$ cat src/rtl/tf_adder.sv
// Element-wise single-precision adder for two WIDTH x WIDTH matrices.
// One shared four-step FSM sequences N parallel lanes: align, add, normalize/round.
module tf_adder #(
    parameter int WIDTH = 2
) (
    input  logic                         clk,
    input  logic                         reset,
    input  logic                         load,
    input  logic [WIDTH*WIDTH*32-1:0]    A,
    input  logic [WIDTH*WIDTH*32-1:0]    B,
    output logic [WIDTH*WIDTH*32-1:0]    result,
    output logic                         ready
);
    localparam int N = WIDTH * WIDTH;

    typedef enum logic [2:0] {S_IDLE, S_ALIGN, S_ADD, S_NORM, S_DONE} state_t;

    state_t          r_state, w_state_next;
    logic            w_capture, w_align_en, w_add_en, w_norm_en;
    logic            r_ready;
    logic [N*32-1:0] r_a, r_b;

    always_ff @(posedge clk or negedge reset) begin
        if (!reset) r_state <= S_IDLE;
        else        r_state <= w_state_next;
    end

    always_comb begin
        w_state_next = r_state;
        case (r_state)
            S_IDLE:  if (load) w_state_next = S_ALIGN;
            S_ALIGN: w_state_next = S_ADD;
            S_ADD:   w_state_next = S_NORM;
            S_NORM:  w_state_next = S_DONE;
            S_DONE:  if (!load) w_state_next = S_IDLE;
            default: w_state_next = S_IDLE;
        endcase
    end

    always_comb begin
        w_capture  = (r_state == S_IDLE) && load;
        w_align_en = (r_state == S_ALIGN);
        w_add_en   = (r_state == S_ADD);
        w_norm_en  = (r_state == S_NORM);
    end

    // ready survives the return to IDLE and only drops when a new load is taken
    always_ff @(posedge clk or negedge reset) begin
        if (!reset) begin
            r_ready <= 1'b0;
            r_a     <= '0;
            r_b     <= '0;
        end else if (w_capture) begin
            r_ready <= 1'b0;
            r_a     <= A;
            r_b     <= B;
        end else if (w_norm_en) begin
            r_ready <= 1'b1;
        end
    end

    assign ready = r_ready;

    genvar gi;
    generate
        for (gi = 0; gi < N; gi++) begin : g_lane
            logic [31:0] w_a, w_b;
            logic        w_zero_a, w_zero_b, w_inf_a, w_inf_b, w_nan;
            logic [30:0] w_mag_a, w_mag_b;
            logic        w_swap, w_sl;
            logic [7:0]  w_el, w_es, w_diff;
            logic [23:0] w_ml, w_ms;
            logic [49:0] w_shift;
            logic [26:0] w_ms_al;
            logic        w_spec;
            logic [31:0] w_spec_val;

            logic        r_spec, r_sign, r_sub;
            logic [31:0] r_spec_val;
            logic [7:0]  r_exp;
            logic [26:0] r_ml, r_ms;
            logic [27:0] r_sum;
            logic [31:0] r_res;

            logic [4:0]  w_lz;
            logic [27:0] w_n;
            logic        w_round_up;
            logic [24:0] w_mant;
            logic [9:0]  w_exp_n;
            logic [22:0] w_frac;
            logic [31:0] w_res;

            assign w_a = r_a[32*gi +: 32];
            assign w_b = r_b[32*gi +: 32];

            // Subnormals are treated as signed zero from here on
            always_comb begin
                w_zero_a = (w_a[30:23] == 8'd0);
                w_zero_b = (w_b[30:23] == 8'd0);
                w_inf_a  = (w_a[30:23] == 8'hFF) && (w_a[22:0] == 23'd0);
                w_inf_b  = (w_b[30:23] == 8'hFF) && (w_b[22:0] == 23'd0);
                w_nan    = ((w_a[30:23] == 8'hFF) && (w_a[22:0] != 23'd0)) ||
                           ((w_b[30:23] == 8'hFF) && (w_b[22:0] != 23'd0)) ||
                           (w_inf_a && w_inf_b && (w_a[31] != w_b[31]));
                w_mag_a  = w_zero_a ? 31'd0 : w_a[30:0];
                w_mag_b  = w_zero_b ? 31'd0 : w_b[30:0];
                w_swap   = (w_mag_b > w_mag_a);
                w_sl     = w_swap ? w_b[31] : w_a[31];
                w_el     = w_swap ? w_mag_b[30:23] : w_mag_a[30:23];
                w_es     = w_swap ? w_mag_a[30:23] : w_mag_b[30:23];
                w_ml     = w_swap ? {!w_zero_b, w_mag_b[22:0]} : {!w_zero_a, w_mag_a[22:0]};
                w_ms     = w_swap ? {!w_zero_a, w_mag_a[22:0]} : {!w_zero_b, w_mag_b[22:0]};
                w_diff   = w_el - w_es;
                w_shift  = {w_ms, 26'd0} >> w_diff;
                if (w_diff >= 8'd26) w_ms_al = {26'd0, |w_ms};
                else                 w_ms_al = {w_shift[49:24], w_shift[23] | (|w_shift[22:0])};

                w_spec     = 1'b1;
                w_spec_val = 32'h7FC0_0000;
                if (w_nan)                      w_spec_val = 32'h7FC0_0000;
                else if (w_inf_a)               w_spec_val = {w_a[31], 8'hFF, 23'd0};
                else if (w_inf_b)               w_spec_val = {w_b[31], 8'hFF, 23'd0};
                else if (w_zero_a && w_zero_b)  w_spec_val = {w_a[31] & w_b[31], 31'd0};
                else                            w_spec     = 1'b0;
            end

            // The normalized value keeps its leading one at bit 27: 24-bit
            // significand above guard (3), round (2) and sticky (1:0).
            always_comb begin
                w_lz = 5'd0;
                for (int i = 0; i < 28; i++)
                    if (r_sum[i]) w_lz = 5'(27 - i);
                w_n        = r_sum << w_lz;
                w_round_up = w_n[3] & (w_n[4] | w_n[2] | w_n[1] | w_n[0]);
                w_mant     = {1'b0, w_n[27:4]} + 25'(w_round_up);
                w_frac     = w_mant[24] ? w_mant[23:1] : w_mant[22:0];
                w_exp_n    = {2'b00, r_exp} + 10'd1 - {5'd0, w_lz} + 10'(w_mant[24]);
                if (r_spec)                             w_res = r_spec_val;
                else if (r_sum == 28'd0)                w_res = 32'd0;
                else if (w_exp_n[9] || w_exp_n == 10'd0) w_res = 32'd0;
                else if (w_exp_n >= 10'd255)            w_res = {r_sign, 8'hFF, 23'd0};
                else                                    w_res = {r_sign, w_exp_n[7:0], w_frac};
            end

            always_ff @(posedge clk or negedge reset) begin
                if (!reset) begin
                    r_spec     <= 1'b0;
                    r_spec_val <= '0;
                    r_sign     <= 1'b0;
                    r_sub      <= 1'b0;
                    r_exp      <= '0;
                    r_ml       <= '0;
                    r_ms       <= '0;
                    r_sum      <= '0;
                    r_res      <= '0;
                end else begin
                    if (w_align_en) begin
                        r_spec     <= w_spec;
                        r_spec_val <= w_spec_val;
                        r_sign     <= w_sl;
                        r_sub      <= w_a[31] ^ w_b[31];
                        r_exp      <= w_el;
                        r_ml       <= {w_ml, 3'b000};
                        r_ms       <= w_ms_al;
                    end
                    if (w_add_en)
                        r_sum <= r_sub ? ({1'b0, r_ml} - {1'b0, r_ms}) : ({1'b0, r_ml} + {1'b0, r_ms});
                    if (w_norm_en)
                        r_res <= w_res;
                end
            end

            assign result[32*gi +: 32] = r_res;
        end
    endgenerate
endmodule

$ cat config.mk
export PLATFORM = sky130hd
export DESIGN_NAME = tf_adder
export DESIGN_NICKNAME = d
export VERILOG_FILES = /design/src/rtl/tf_adder.sv
export SDC_FILE = /design/constraint.sdc
export NUM_CORES = 2
export LEC_CHECK = 0
export ABC_CLOCK_PERIOD_IN_PS = 23100
export CAP_MARGIN = 30
export CORE_ASPECT_RATIO = 2
export CORE_UTILIZATION = 60
export DETAILED_ROUTE_END_ITERATION = 8
export PLACE_DENSITY = 0.8
export SYNTH_ARGS = -nofsm -noshare
export SYNTH_HDL_FRONTEND = slang
export SYNTH_SLANG_ARGS = --single-unit
$ cat constraint.sdc
create_clock -name clk -period 23.1 [get_ports clk]
set_clock_uncertainty 0.15 [all_clocks]
set_input_delay 2.31 -clock clk [delete_from_list [all_inputs] [get_ports clk]]
set_output_delay 2.31 -clock clk [all_outputs]
set_load 0.02 [all_outputs]
==> out/results.ini <==
[worst_setup_path]
cp_data_arrival_time_ns=10.09
crit_cells=38
crit_slowest_cell=o311ai_1
worst-path-buf-inv=7
cpLargestDelayFamily=simple AND/OR/NAND/NOR gates
crit_path_end_kind=flop
cp_common_cell=inv_1
slowest_delay_ns=0.70
cp-start-kind=flop
required_ns=23.58
worst-r2r-cell-count=38
critPathMaxFanout=34
critical_path_class=reg -> reg

[routing]
vias=63240
avgViaCountPerCell=6.790
drc=0
post_drt_wl_per_cell_um=25.77
firstDrtPassIters=8
ant_nets=0
drtIter0Drc=6134
wirelength_um=240000

[clock_network]
clock_sinks=760
htree_levels=3
cts_made_buffers=73
insertion_delay_ns=0.71
cts_setup_buffers=0
root_buffer=clkbuf_16
clk_pin_slew_worst_paths_ns=0.07
cts_max_path_buffers=3
postCtsHoldBufs=0
cts_tree=done
ctsResizeCount=0

[floorplan]
dieArea_um2=106700
die_h_um=461.1
io_pins=388
rows=168
dieWidth_um=231.5
core-area_um2=104700
initial_core_util_pct=60.39

[global_routing]
antenna_found_initial=30
track_usage_pct=45.25
grt_pass1_vias=62110
globalRouteOverflowTotal=0
grt_pass1_wl_um=368500
grt_max_degree=207

[sta]
setup_tns_ns=0
min_period_ns=9.606
finalCritPeriodShare_pct=41.58
worstMarginPinSlew_ns=1.161
hold_violations=0
final-setup-viol-count=0
max_slew_margin_pct=22.58
max_freq_mhz=104.1
slew_violations=0
rsz0062_at_grt=no

[cells_and_area]
finalNonFillerCells=9313
layout-drive-gt1-share_pct=8.610
syn_to_final_growth_pct=11.60
fin_nets=8526

[yosys]
yosysTopAreaCell=dfrtp_1
synth_area_leaders=dfrtp_1 30%, ha_1 7.5%, nand2_1 5.6%
syn_nets=8454
ys_warn_count=0
synth-seq-area-share_pct=30.08
synth-main-ff-cell=dfrtp_1
ys_types=99
syn_avg_cell_area_um2=8.102
async_flop_share_pct=100.0
syn_area_um2=63220
yosysTopAreaCellShare_pct=30.08
synth_edf_count=0
synth_common_cells=951 x nand2_1, 760 x dfrtp_1, 682 x nor2_1, 634 x o21ai_0, 548 x a21oi_1
syn_inst=7803
synth_most_common_cell=nand2_1
synth.ff_latch_count=760

[hold_path]
hold_class=reg -> reg
min_path_cells=2

[job]
cap_violations=0

[placement]
dp_cells=9147
place_hpwl_um=181100
port-buffer-count=387
gp_congestion=1.056

[status]
run_status=completed

## state kept, by name, summed over array words and instances (netlist names)
signal	flops
g_lane.r_res	128
r_a	128
r_b	128
g_lane.r_sum	112
g_lane.r_ms	108
g_lane.r_ml	96
g_lane.r_exp	32
g_lane.r_spec_val	12
g_lane.r_sign	4
g_lane.r_spec	4
g_lane.r_sub	4
r_state	3
ready	1
## tightest hold or removal path, cell delays in order, from the launching register on
cell and delay (ns):
dfrtp_1 0.34, nand2_1 0.05, o21ai_0 0.06
## layout make-up
| cell class | instances | area, um^2 |
|---|---|---|
| multi-input combinational | 6085 | 40650 |
| inverter | 455 | 1708 |
| antenna | 20 | 50.05 |
| sequential | 760 | 19020 |
| clock inverter | 40 | 523.0 |
| clock buffer | 93 | 2066 |
| tap | 1360 | 1702 |
| fill | 8632 | 34130 |
| timing repair buffer | 500 | 4835 |
## layer usage
layer	GRT usage (%)	part of all wire, %	vias up
li1	-	-	28410
met1	45.90	33	30290
met2	76.43	49	3354
met3	13.49	8.7	1165
met4	36.93	9.6	16
met5	0	0.044	-
## worst paths after layout
check | start | end | slack (ns)
max in group asynchronous | reset | r_a[77] | 18.16
min reg2reg | g_lane[0].r_res[0] | g_lane[0].r_res[0] | 0.33
max | g_lane[3].r_sum[1] | g_lane[3].r_res[3] | 13.49
min | g_lane[0].r_res[0] | g_lane[0].r_res[0] | 0.33
max reg2reg | g_lane[3].r_sum[1] | g_lane[3].r_res[3] | 13.49
min in group asynchronous | reset | r_b[3] | 1.41
## layout by cell type, fill, tap and decap left out, types with 71 or more instances in the layout
| cell type | netlist | final |
|---|---|---|
| dfrtp_1 | 760 | 760 |
| nand4_1 | 73 | 73 |
| a21oi_1 | 548 | 548 |
| nor4_1 | 129 | 128 |
| inv_1 | 441 | 441 |
| ha_1 | 380 | 380 |
| mux2i_1 | 247 | 246 |
| nand2_1 | 951 | 950 |
| buf_4 | 2 | 101 |
| o22ai_1 | 90 | 90 |
| a211oi_1 | 85 | 84 |
| clkdlybuf4s50_1 | 0 | 386 |
| o21ai_0 | 634 | 631 |
| xnor2_1 | 150 | 149 |
| mux2_2 | 270 | 270 |
| a21o_1 | 71 | 71 |
| a31oi_1 | 89 | 89 |
| nor3_1 | 199 | 197 |
| clkbuf_16 | 0 | 76 |
| nor2_1 | 682 | 680 |
| nand3_1 | 200 | 199 |
## per-stage QoR
stage	cell area [um^2]	hold slack (ns)	setup slack, ns	util, %
2_1_floorplan	63220	0.2988	15.55	-
3_3_place_gp	67700	0.3121	14.05	64.67
3_5_place_dp	67730	0.3300	13.94	64.70
4_1_cts	70320	0.3436	13.92	67.18
5_1_grt	70510	0.3627	12.83	67.36
6_report	70550	0.3345	13.49	67.40
## logic make-up (layout without fill, tap and decap cells)
logic type	after synthesis	count (layout)	synth area share (%)
buffers and inverters	958	1088	5.785
AND/OR/NAND/NOR	2643	2643	19.27
AO/OA/AOI/OAI	2247	2247	22.75
multiplexers	588	588	11.24
flip-flops	760	760	30.08
XOR/XNOR	215	215	2.979
other	0	20	0
adder cells (fa/ha/maj)	392	392	7.901
Power is left out: the tool's default activity adds up to more than one toggle a clock period on the data nets, which glitch-free logic cannot reach.
